--- config.mk ---
export PLATFORM = sky130hd
export DESIGN_NAME = tick_gen
export DESIGN_NICKNAME = d
export VERILOG_FILES = /design/src/rtl/tick_gen_pkg.sv /design/src/rtl/tick_gen_ch.sv /design/src/rtl/tick_gen.sv
export SDC_FILE = /design/constraint.sdc
export NUM_CORES = 1
export LEC_CHECK = 0
export ABC_AREA = 1
export BUFFER_PORTS_ARGS = -buffer_cell sky130_fd_sc_hd__buf_2
export CAP_MARGIN = 20
export CORE_MARGIN = 5
export CORE_UTILIZATION = 57
export CTS_CLUSTER_DIAMETER = 80
export DETAILED_ROUTE_END_ITERATION = 10
export PLACE_DENSITY = 0.76
export SLEW_MARGIN = 40
export SYNTH_ARGS = -nofsm -noshare
export SYNTH_HDL_FRONTEND = slang
export SYNTH_SLANG_ARGS = --single-unit
--- constraint.sdc ---
create_clock -name clk -period 4.4 [get_ports clk]
set_clock_uncertainty 0.1 [all_clocks]
set_input_delay 0.66 -clock clk [delete_from_list [all_inputs] [get_ports clk]]
set_output_delay 0.66 -clock clk [all_outputs]
set_load 0.02 [all_outputs]
--- src/rtl/tick_gen_pkg.sv ---
// Shared constants and helpers for the tick_gen divider bank.
package tick_gen_pkg;

    // Default input clock frequency in Hz (one channel period of 1 s).
    localparam int DEFAULT_F_CLK = 50_000_000;

    // Smallest legal period; smaller divisors are clamped up to this.
    localparam int MIN_DIV = 2;

    // Width of a channel index, never less than one bit.
    function automatic int ch_idx_w(input int n_ch);
        return (n_ch > 1) ? $clog2(n_ch) : 1;
    endfunction

endpackage

--- src/rtl/tick_gen_ch.sv ---
// One divider channel: counter, active period, shadow divisor with a
// pending flag, and registered square-wave / tick outputs.
module tick_gen_ch
    import tick_gen_pkg::*;
#(
    parameter int CNT_W    = 27,
    parameter int DIV_INIT = DEFAULT_F_CLK
) (
    input  logic             clk,
    input  logic             rst,
    input  logic             step,
    input  logic             en,
    input  logic             sync,
    input  logic             wr,
    input  logic [CNT_W-1:0] wr_div,
    output logic             pending,
    output logic             clk_slow,
    output logic             one_pulse
);

    localparam logic [CNT_W-1:0] DIV_MIN = CNT_W'(MIN_DIV);
    localparam logic [CNT_W-1:0] DIV_RST =
        CNT_W'((DIV_INIT < MIN_DIV) ? MIN_DIV : DIV_INIT);

    function automatic logic [CNT_W-1:0] clamp_div(input logic [CNT_W-1:0] d);
        return (d < DIV_MIN) ? DIV_MIN : d;
    endfunction

    logic [CNT_W-1:0] cnt, cnt_n;
    logic [CNT_W-1:0] per, per_n;
    logic [CNT_W-1:0] shadow, shadow_n;
    logic             pend_n;
    logic             en_d;
    logic             zero;
    logic [CNT_W:0]   half_n;
    logic             slow_n, pulse_n;

    // Next-state: counting, restarts, period hand-over and outputs.
    always_comb begin
        // NOTE: every variable gets a default first so no path holds an old value and no latch is inferred.
        cnt_n    = cnt;
        per_n    = per;
        shadow_n = shadow;
        pend_n   = pending;
        zero     = 1'b0;

        if (!en) begin
            // Idle channel: counter parked, period may change at once.
            cnt_n = '0;
            if (wr) begin
                per_n = clamp_div(wr_div);
            end else if (pending) begin
                per_n  = shadow;
                pend_n = 1'b0;
            end
        end else begin
            if (!en_d || sync) begin
                cnt_n = '0;
                zero  = 1'b1;
            end else if (step) begin
                if (cnt == per - 1'b1) begin
                    cnt_n = '0;
                    zero  = 1'b1;
                end else begin
                    cnt_n = cnt + 1'b1;
                end
            end
            // A queued period only takes over on a fresh cycle start.
            if (zero && pending) begin
                per_n  = shadow;
                pend_n = 1'b0;
            end
            // Writes while running always queue, even on a wrap edge.
            if (wr) begin
                shadow_n = clamp_div(wr_div);
                pend_n   = 1'b1;
            end
        end

        // High phase is ceil(P/2) steps, so odd periods favour high.
        half_n  = ({1'b0, per_n} + 1'b1) >> 1;
        slow_n  = en && ({1'b0, cnt_n} < half_n);
        pulse_n = en && zero;
    end

    // State and output registers with synchronous reset.
    always_ff @(posedge clk) begin
        // NOTE: non-blocking assignments so every register samples pre-edge values.
        if (rst) begin
            cnt       <= '0;
            per       <= DIV_RST;
            shadow    <= DIV_RST;
            pending   <= 1'b0;
            en_d      <= 1'b0;
            clk_slow  <= 1'b0;
            one_pulse <= 1'b0;
        end else begin
            cnt       <= cnt_n;
            per       <= per_n;
            shadow    <= shadow_n;
            pending   <= pend_n;
            en_d      <= en;
            clk_slow  <= slow_n;
            one_pulse <= pulse_n;
        end
    end

endmodule

--- src/rtl/tick_gen.sv ---
// Multi-channel programmable tick / slow-clock generator.
// Optional shared prescaler enabled by defining TICK_GEN_PRESCALER_EN.
module tick_gen
    import tick_gen_pkg::*;
#(
    parameter int F_CLK    = DEFAULT_F_CLK,
    parameter int N_CH     = 4,
    parameter int CNT_W    = 27,
    parameter int DIV_INIT = F_CLK,
    parameter int PRE_DIV  = 1000
) (
    input  logic                        clk,
    input  logic                        rst,
    input  logic [N_CH-1:0]             en,
    input  logic                        sync,
    input  logic                        cfg_valid,
    output logic                        cfg_ready,
    input  logic [ch_idx_w(N_CH)-1:0]   cfg_ch,
    input  logic [CNT_W-1:0]            cfg_div,
    output logic [N_CH-1:0]             clk_slow,
    output logic [N_CH-1:0]             one_pulse
);

    localparam int CH_W = ch_idx_w(N_CH);

    logic [N_CH-1:0] pending;
    logic            wr_acc;
    logic            step;

`ifdef TICK_GEN_PRESCALER_EN
    localparam int PRE_W = (PRE_DIV > 1) ? $clog2(PRE_DIV) : 1;

    logic [PRE_W-1:0] pre_cnt;

    // Shared free-running prescaler; step fires once every PRE_DIV clocks.
    always_ff @(posedge clk) begin
        if (rst || pre_cnt == PRE_W'(PRE_DIV - 1)) begin
            pre_cnt <= '0;
        end else begin
            pre_cnt <= pre_cnt + 1'b1;
        end
    end

    assign step = (pre_cnt == PRE_W'(PRE_DIV - 1));
`else
    assign step = 1'b1;
`endif

    // A channel with a queued period blocks further writes; an
    // out-of-range index is always ready and the write is dropped.
    always_comb begin
        cfg_ready = 1'b1;
        for (int i = 0; i < N_CH; i++) begin
            if (cfg_ch == CH_W'(i)) begin
                cfg_ready = !pending[i];
            end
        end
    end

    assign wr_acc = cfg_valid && cfg_ready;

    for (genvar i = 0; i < N_CH; i++) begin : g_ch
        tick_gen_ch #(
            .CNT_W    (CNT_W),
            .DIV_INIT (DIV_INIT)
        ) u_ch (
            .clk       (clk),
            .rst       (rst),
            .step      (step),
            .en        (en[i]),
            .sync      (sync),
            .wr        (wr_acc && (cfg_ch == CH_W'(i))),
            .wr_div    (cfg_div),
            .pending   (pending[i]),
            .clk_slow  (clk_slow[i]),
            .one_pulse (one_pulse[i])
        );
    end

endmodule

### Yosys cells after proc, flatten, opt, wreduce, memory -nomap -nowiden

Index checks and enable logic that the tools add are counted.
W data, S select, Z words.

* add/sub/neg operators: 12
* shifts and indexed selects: 0
* reductions and logical operators: 38
* equal/unequal tests: 15
* bitwise gates (word level): 0
* div/mod/pow operators: 0
* multiplexer cells: 65
* $mul: 0
* magnitude comparators: 5

Operator list (number)
* $mux W27: 29
* $add A27 B1 Y28 const B: 4
* $add A27 B1 Y27 const B: 4
* $eq A27 B27 Y1: 4
* $lt A27 B27 Y1: 4
* $sub A27 B1 Y27 const B: 4
* $mux W1: 36
* $lt A27 B2 Y1 const B: 1
* $logic_and A1 B1 Y1: 17
* $reduce_and A2 Y1: 8
* $ne A3 B1 Y1 const B: 4
* $logic_not A1 Y1: 8
* $ne A2 B2 Y1 const B: 4
* $eq A2 B2 Y1 const B: 2
* $logic_or A1 B1 Y1: 4
* $eq A2 B1 Y1 const B: 1
* $logic_not A2 Y1: 1

* latch bits: 0
* bits of input ports: 37
* output and inout port bits: 9
* ROM bits: 0
* memories: 0
* word-level logic and storage cells: 163
* RAM bits: 0
* register bits: 340

### Logic depth before layout (Yosys ltp)

Gate-level depths: netlist of run 1.

* depth in word-level cells: 12
* depth in mapped cells: 37

### Cells and area by module

Synthesis of run 1 repeated with hierarchy kept, for this count alone.

* cells, all modules: 4668
* area total of the unflattened synthesis: 28720.0 um^2

By module, submodules not included
* tick_gen_ch at g_ch[0].u_ch ...: area an instance 7165.6 um^2, sequential area each 1701.6 um^2, times used 3, cells an instance 1162
* tick_gen_ch at g_ch[3].u_ch: area an instance 7139.3 um^2, sequential area each 1701.6 um^2, times used 1, cells an instance 1164
* tick_gen: area an instance 83.8 um^2, sequential area each 0.0 um^2, times used 1, cells an instance 18

### Worst setup path after synthesis of run 1

Ideal clock, no wire load.

* path type: in2reg
* start point: in cfg_ch[0]
* end point: reg g_ch[2].u_ch.clk_slow
* setup slack: 86 ps
* cell stages on the path: 25
* data required time: 4176 ps
* data arrival time: 4090 ps
* path through: inv_1 o311ai_2 nand2_4 nor3_4 inv_2 buf_6 buf_6 nor2_1 nor2_1 nor2_4 ha_1 inv_1 nor2_1 nand2_1 nor2_2 nand3_1 nand2_1 nand2_1 ha_1 nand2_1 or3_1 o221ai_1 nand2_1 nand2_1 a21oi_1

* longest elaborated chain between the ends: 12

RTL lines
* start, declared: RTL line tick_gen.sv:18 `input logic [ch_idx_w(N_CH)-1:0] cfg_ch,`
* $logic_not A2 Y1: RTL line tick_gen.sv:54 `if (cfg_ch == CH_W'(i)) begin`
* $mux W1 (3 in series): RTL line tick_gen.sv:54
* $mux W1 *: RTL line tick_gen.sv:54
* named net cfg_ready: RTL line tick_gen.sv:17 `output logic cfg_ready,`
* $logic_and A1 B1 Y1 *: RTL line tick_gen.sv:60 `assign wr_acc = cfg_valid && cfg_ready;`
* $logic_and A1 B1 Y1 *: RTL line tick_gen.sv:72 `.wr (wr_acc && (cfg_ch == CH_W'(i))),`
* $mux W27 *: RTL line tick_gen_ch.sv:50 `if (wr) begin`
* $mux W27 *: RTL line tick_gen_ch.sv:47 `if (!en) begin`
* named net g_ch[2].u_ch.per_n[1]: RTL line tick_gen_ch.sv:30 `logic [CNT_W-1:0] per, per_n;`
* $add A27 B1 Y28 *: RTL line tick_gen_ch.sv:81 `half_n = ({1'b0, per_n} + 1'b1) >> 1;`
* $lt A27 B27 Y1 *: RTL line tick_gen_ch.sv:82 `slow_n = en && ({1'b0, cnt_n} < half_n);`
* $logic_and A1 B1 Y1 *: RTL line tick_gen_ch.sv:82
* end signal, assigned: RTL line tick_gen_ch.sv:103 `clk_slow <= slow_n;`
* end, declared: RTL line tick_gen_ch.sv:17 `output logic clk_slow,`

Mark *: on every way through the listed nets, which the timed path passes. The rest lies on a longest branch.
A chain may end at the register's enable or synchronous reset.

### Worst setup path after layout of run 1

* start point: reg g_ch[2].u_ch.per[1]
* end point: reg g_ch[2].u_ch.clk_slow

* longest elaborated chain between the ends: 11

RTL lines
* start, declared: RTL line tick_gen_ch.sv:30
* start signal, assigned: RTL line tick_gen_ch.sv:99 `per <= per_n;`
* $sub A27 B1 Y27: RTL line tick_gen_ch.sv:61 `if (cnt == per - 1'b1) begin`
* $eq A27 B27 Y1: RTL line tick_gen_ch.sv:61
* $mux W1: RTL line tick_gen_ch.sv:61
* $mux W1: RTL line tick_gen_ch.sv:57 `if (!en_d || sync) begin`
* $mux W1: RTL line tick_gen_ch.sv:47
* $logic_and A1 B1 Y1: RTL line tick_gen_ch.sv:69 `if (zero && pending) begin`
* $mux W27: RTL line tick_gen_ch.sv:69
* $mux W27: RTL line tick_gen_ch.sv:47
* $add A27 B1 Y28: RTL line tick_gen_ch.sv:81
* $lt A27 B27 Y1 *: RTL line tick_gen_ch.sv:82
* $logic_and A1 B1 Y1 *: RTL line tick_gen_ch.sv:82

Mark *: on every way between the ends. The rest lies on a longest branch, timed or not. The select of a mux whose other input is x is not followed.

==> metrics.yaml, run 1 <==
outcome: "finished, violations left"
violations: "negative setup slack"
die_x_um: 232
clock_power_share_pct: 41.5
cts-root-buf: "clkbuf_16"
port_buffers: 45
top_layer_used: "met5"
routed_wirelength_mm: 101
r2r_cells: 34
seq_area_frac_synth_pct: 24.3
drive_gt1_share_pct: 22.9
grt_max_degree: 108
finalCritPeriodShare_pct: 106
insertedDiodeCount: 0
vias: 32000
p_leak_nw: 15.5
p_switching_w: 0.00282
whs_endpoint: "g_ch[1].u_ch.shadow[22]$_SDFFE_PP1P_"
grt_usage_pct: 34.7
area_growth_syn_to_layout_pct: 25.9
synthesis.area_sq_mm: 0.0280
final_common_cell: "nand2_1"
first_iter_violations: 3285
slew_viol_final: 0
rows: 81
post-route-util_pct: 72.3
globalplace.congestion: 0.993
place_hpwl_mm: 72.9
max-cap-violations: 0
fin_nets: 5043
powerDensity_mw_per_mm2: 254
via_per_inst: 5.73
crit_path_end_kind: "register"
synth_top_family_by_area: "simple AND/OR/NAND/NOR gates"
cp_common_cell: "nand2_1"
gr-total-overflow: 0
antenna_found_initial: 4
min_path_type: "primary input to register"
insertion_delay_ns: 0.59
cp-start-kind: "register"
synth_warnings: 0
layout_common_cells: "nand2_1 (1074), nor2_1 (518), buf_4 (402)"
fp.coreArea_sq_mm: 0.0487
p_sw_share_pct: 31.5
fin_crit_ns: 4.66
cpPeakStageDelay_ns: 0.36
rsz0062_at_grt: "yes"
tightestPinTransition_ns: 0.851
syn_area_per_cell_sq_um: 6.14
timing.rr.start: "g_ch[2].u_ch.per[1]$_SDFF_PP0_"
ys.flop_type: "dfxtp_1"
synth_edf_count: 0
numClockSinks: 340
cp.required_ns: 4.77
r2r_end: "g_ch[2].u_ch.clk_slow$_SDFF_PP0_"
finalSetupViolations: 4
cellInternalPower_w: 0.00612
grt_pass1_vias: 28200
syn_inst: 4554
max_freq_mhz: 214
reg2reg_slack_ns: -0.26
wl_met3_mm: 9.72
die_h_um: 232
hold-path-cell-count: 4
combPwrFrac_pct: 21.8
nFillCells: 4127
grt_pass1_wl_mm: 151
drtAntennaViolNets: 0
cts_tree: "yes"
post_drt_wl_per_cell_um: 18.1
met2_length_mm: 45.4
p_seq_share_pct: 36.8
path_max_fanout: 7
drt_pass1_iterations: 6
cp_slowest_cell: "dfxtp_4"
async_flop_share_pct: 0
cp.arrival_ns: 5.03
drc: 0
ys_ff_latch: 340
ctsHtreeMaxLevel: 2
initial_core_util_pct: 57.4
synth.area.mux_share_pct: 0
finalHoldViolCount: 0
hold_start: "cfg_div[22]"
path_clk_slew_ns: 0.06
synth-xor-area-share_pct: 8.35
critPathKind: "register to register"
worst_slack_ns: -0.263
peakVddDrop_v: 0.000301
synth_compound_area_share_pct: 12.1
syn-num-nets: 4707
synth_fa_ha_area_share_pct: 5.19
max-slew-margin-rel_pct: 43.3
postCtsHoldBufs: 0
io_pins: 46
cts_buffer_depth: 3
synth-simple-area-share_pct: 40.6
numCtsBuffers: 42
wl_met1_mm: 41.1
dieArea_sq_mm: 0.0536
pre_cts_ws_ns: -0.402
synth_cell_type_count: 61
==> registers in the layout (all words and copies together) (netlist names) <==
| name | count |
|---|---|
| g_ch.u_ch.per | 108 |
| g_ch.u_ch.en_d | 4 |
| g_ch.u_ch.one_pulse | 4 |
| g_ch.u_ch.cnt | 108 |
| g_ch.u_ch.clk_slow | 4 |
| g_ch.u_ch.shadow | 108 |
| g_ch.u_ch.pending | 4 |
==> power groups by stage <==
stage          clock network (W)  registers, W  logic (W)
5_1_grt                  0.00387       0.00329    0.00210
4_1_cts                  0.00374       0.00327    0.00167
3_3_place_gp                   0       0.00334    0.00161
6_report                 0.00371       0.00329    0.00194
3_5_place_dp                   0       0.00334    0.00163
2_1_floorplan                  0       0.00330    0.00104
==> metrics by stage <==
step / setup TNS (ns) / hold WS [ns] / cell area, sq um / total power [W] / std cells
final: -0.674 / 0.361 / 35200 / 0.00894 / 5584
after CTS: 0 / 0.334 / 32700 / 0.00868 / 5493
after global placement: -0.510 / 0.358 / 30900 / 0.00495 / 5401
after global routing: -1.64 / 0.384 / 35200 / 0.00927 / 5584
after detailed placement: -0.764 / 0.363 / 30900 / 0.00497 / 5401
after floorplan: 0 / 0.342 / 28000 / 0.00434 / 4554
==> routing by layer <==
layer | track usage (%) | vias to the layer above
li1 | - | 15500
met1 | 46.0 | 14600
met2 | 55.6 | 1547
met3 | 6.97 | 346
met4 | 14.0 | 8
met5 | 0 | -
==> synthesized netlist by cell type, drive strengths merged (82+ instances only) <==
library cell  instances  area share, %
xnor2                82            2.6
ha                  116            5.2
nor2                701             11
nand2              1255             17
clkbuf              136            1.8
xor2                172            5.4
o211ai              104            2.9
dfxtp               340             24
o21ai               245            4.4
a21oi               194            3.5
nor3                154            2.9
nand3               374            6.9
inv                 431            5.8
==> worst max-delay path by stage <==
stage | from | to | slack [ns] | depth (start not counted)
floorplan | cfg_ch[0] | g_ch[2].u_ch.clk_slow$_SDFF_PP0_ | 0.09 | 25
global placement | g_ch[0].u_ch.per[1]$_SDFF_PP0_ | g_ch[0].u_ch.clk_slow$_SDFF_PP0_ | -0.28 | 29
detailed placement | g_ch[0].u_ch.per[1]$_SDFF_PP0_ | g_ch[0].u_ch.clk_slow$_SDFF_PP0_ | -0.40 | 29
CTS | g_ch[0].u_ch.per[1]$_SDFF_PP0_ | g_ch[0].u_ch.clk_slow$_SDFF_PP0_ | 0.0009 | 29
global route | g_ch[1].u_ch.per[1]$_SDFF_PP0_ | g_ch[1].u_ch.clk_slow$_SDFF_PP0_ | -0.52 | 32
finish | g_ch[2].u_ch.per[1]$_SDFF_PP0_ | g_ch[2].u_ch.clk_slow$_SDFF_PP0_ | -0.26 | 34
==> layout make-up <==
type                    count  area [sq um]  area share (%)
clock buffers              59          1220            3.46
clock inverters            15           210           0.597
inverters                 439          1650            4.70
multi-input cells        3571         20400            57.8
flip-flops and latches    340          6830            19.4
well taps                 664           831            2.36
repair buffers            496          4110            11.7
==> timing repair <==
action | 4_1_cts | 5_1_grt
resized for setup | 64 | 453
pin swaps | 25 | 224
setup endpoints to repair | 4 | 4
cloned | 1 | 8
setup buffers | 17 | 83
==> kinds of logic (layout without fill, tap and decap cells) <==
group | Yosys count | after routing
and+or+nand+nor | 2604 | 2605
adders and majority gates | 116 | 116
buffers and inverters | 644 | 1009
AOI/OAI and AO/OA | 591 | 591
xor gates and xnor gates | 259 | 259
DFF | 340 | 340
==> critical path: cells and delay by family, from the launching register on <==
family	cells	cell delay [ns]
fa+ha+maj	2	0.43
simple gates	24	2.65
flops	1	0.36
buf+inv	6	0.76
compound gates	2	0.23
No activity file was read; power rests on OpenSTA's default activity.
==> run 2: changes to the inputs <==
--- a/config.mk
+++ b/config.mk
@@ -12,7 +12,7 @@
 export CORE_UTILIZATION = 57
 export CTS_CLUSTER_DIAMETER = 80
 export DETAILED_ROUTE_END_ITERATION = 10
-export PLACE_DENSITY = 0.76
+export PLACE_DENSITY = 0.85
 export SLEW_MARGIN = 40
 export SYNTH_ARGS = -nofsm -noshare
 export SYNTH_HDL_FRONTEND = slang
==> metrics.yaml, run 2 (synthesis gave the netlist of run 1 again) <==
violations: "negative setup slack"
hold-path-cell-count: 4
io_pins: 46
drive_gt1_share_pct: 21.4
gr-total-overflow: 0
rows: 81
min_path_type: "primary input to register"
finalSetupViolations: 4
numCtsBuffers: 41
r2r_end: "g_ch[2].u_ch.clk_slow$_SDFF_PP0_"
max-cap-violations: 0
cts_buffer_depth: 3
path_clk_slew_ns: 0.06
dieArea_sq_mm: 0.0536
drtAntennaViolNets: 0
grt_max_degree: 130
cpPeakStageDelay_ns: 0.32
drc: 0
routed_wirelength_mm: 100
nFillCells: 3881
cp.required_ns: 4.83
globalplace.congestion: 1.01
max-slew-margin-rel_pct: 46.5
rsz0062_at_grt: "yes"
outcome: "finished, violations left"
tightestPinTransition_ns: 0.802
r2r_cells: 34
fp.coreArea_sq_mm: 0.0487
reg2reg_slack_ns: -0.23
via_per_inst: 5.79
numClockSinks: 340
cp_slowest_cell: "dfxtp_1"
cp.buffers_inverters: 6
first_iter_violations: 3742
initial_core_util_pct: 57.4
grt_pass1_vias: 29600
crit_family: "simple AND/OR/NAND/NOR gates"
die_x_um: 232
vias: 32600
multi_input_area_sq_mm: 0.0199
area_growth_syn_to_layout_pct: 24.4
cp_common_cell: "nand2_1"
cts-root-buf: "clkbuf_16"
fin_nets: 5089
cp-start-kind: "register"
crit_path_end_kind: "register"
seqCellArea_sq_mm: 0.00682
critPathKind: "register to register"
post_drt_wl_per_cell_um: 17.8
insertion_delay_ns: 0.60
p_leak_nw: 15.4
whs_endpoint: "g_ch[1].u_ch.shadow[22]$_SDFFE_PP1P_"
final_common_cell: "nand2_1"
powerDensity_mw_per_mm2: 251
path_max_fanout: 8
cp.arrival_ns: 5.06
peakVddDrop_v: 0.000326
worst_slack_ns: -0.225
grt_pass1_wl_mm: 154
postCtsHoldBufs: 0
grt_usage_pct: 35.2
report.power.total_w: 0.00872
antenna_found_initial: 2
cts_tree: "yes"
insertedDiodeCount: 0
finalHoldViolCount: 0
largestRegisters: "g_ch.u_ch.cnt: 108 flops, g_ch.u_ch.per: 108 flops, g_ch.u_ch.shadow: 108 flops"
fin_crit_ns: 4.63
timing.rr.start: "g_ch[2].u_ch.per[1]$_SDFF_PP0_"
die_h_um: 232
slew_viol_final: 0
place_hpwl_mm: 72.7
max_freq_mhz: 216
hold_start: "cfg_div[22]"
layout_common_cells: "nand2_1 (1115), nor2_1 (542), buf_4 (468)"
finalCritPeriodShare_pct: 105
port_buffers: 45
pre_cts_ws_ns: -0.464
ctsHtreeMaxLevel: 2
drt_pass1_iterations: 9
run 2: cell types whose count changed in the layout (fill, tap and decap cells not counted), sizes merged:
cell,change
nand2,-1
clkbuf,-4
inv,+1
clkinvlp,-1
bufbuf,+1
bufinv,-3
buf,+53
run 2: where the power goes:
group          internal (W)  total (W)  switching, W
Sequential          0.00317    0.00328      0.000110
Clock               0.00206    0.00352       0.00146
Combinational      0.000729    0.00192       0.00119
run 2: cell type report:
type,instances,share of cell area [%]
inverter,439,4.74
timing repair buffer,544,12.3
clock inverter,12,0.367
clock buffer,61,3.54
multi-input combinational,3570,57.1
tap,664,2.39
sequential,340,19.6
run 2: timing repair:
action,in CTS,in global routing
cloned,4,1
pin swaps,50,94
setup buffers,25,42
setup endpoints to repair,4,4
gates resized for setup,146,225
run 2: worst max-delay path by stage:
stage	start	to	slack (ns)	cells after the start
2_1_floorplan	cfg_ch[0]	g_ch[2].u_ch.clk_slow$_SDFF_PP0_	0.09	25
5_1_grt	g_ch[2].u_ch.per[1]$_SDFF_PP0_	g_ch[2].u_ch.clk_slow$_SDFF_PP0_	-0.53	35
6_report	g_ch[2].u_ch.per[1]$_SDFF_PP0_	g_ch[2].u_ch.clk_slow$_SDFF_PP0_	-0.23	34
3_5_place_dp	g_ch[3].u_ch.per[0]$_SDFF_PP0_	g_ch[3].u_ch.clk_slow$_SDFF_PP0_	-0.46	28
3_3_place_gp	g_ch[3].u_ch.per[0]$_SDFF_PP0_	g_ch[3].u_ch.clk_slow$_SDFF_PP0_	-0.40	28
4_1_cts	g_ch[2].u_ch.per[1]$_SDFF_PP0_	g_ch[2].u_ch.clk_slow$_SDFF_PP0_	-0.03	33
run 2: worst reg2reg max path, delay by kind of cell (launching register included):
family / cells / cell delay (ns)
simple gates: 21 / 2.08
buf+inv: 6 / 0.77
compound gates: 4 / 0.76
fa+ha+maj: 2 / 0.37
flops: 1 / 0.32
xor+xnor: 1 / 0.17
run 2: metrics by stage:
| stage | hold WS, ns | TNS [ns] | utilization, % | instances | cell area [sq um] |
|---|---|---|---|---|---|
| 2_1_floorplan | 0.342 | 0 | - | 4554 | 28000 |
| 3_3_place_gp | 0.351 | -0.644 | 64.5 | 5487 | 31400 |
| 3_5_place_dp | 0.368 | -1.10 | 64.5 | 5487 | 31400 |
| 4_1_cts | 0.328 | -0.0520 | 69.1 | 5589 | 33700 |
| 5_1_grt | 0.385 | -1.70 | 71.4 | 5630 | 34800 |
| 6_report | 0.347 | -0.462 | 71.4 | 5630 | 34800 |
run 2: per-layer routing:
metal  part of all wire (%)  track usage, %  vias up  routed length [um]
li1                       -               -    15600                   -
met1                     39            45.0    14800               38700
met2                     44            56.1     1831               44000
met3                     11            7.41      458               10700
met4                    6.6            18.1        4                6630
met5                  0.035               0        -                  35
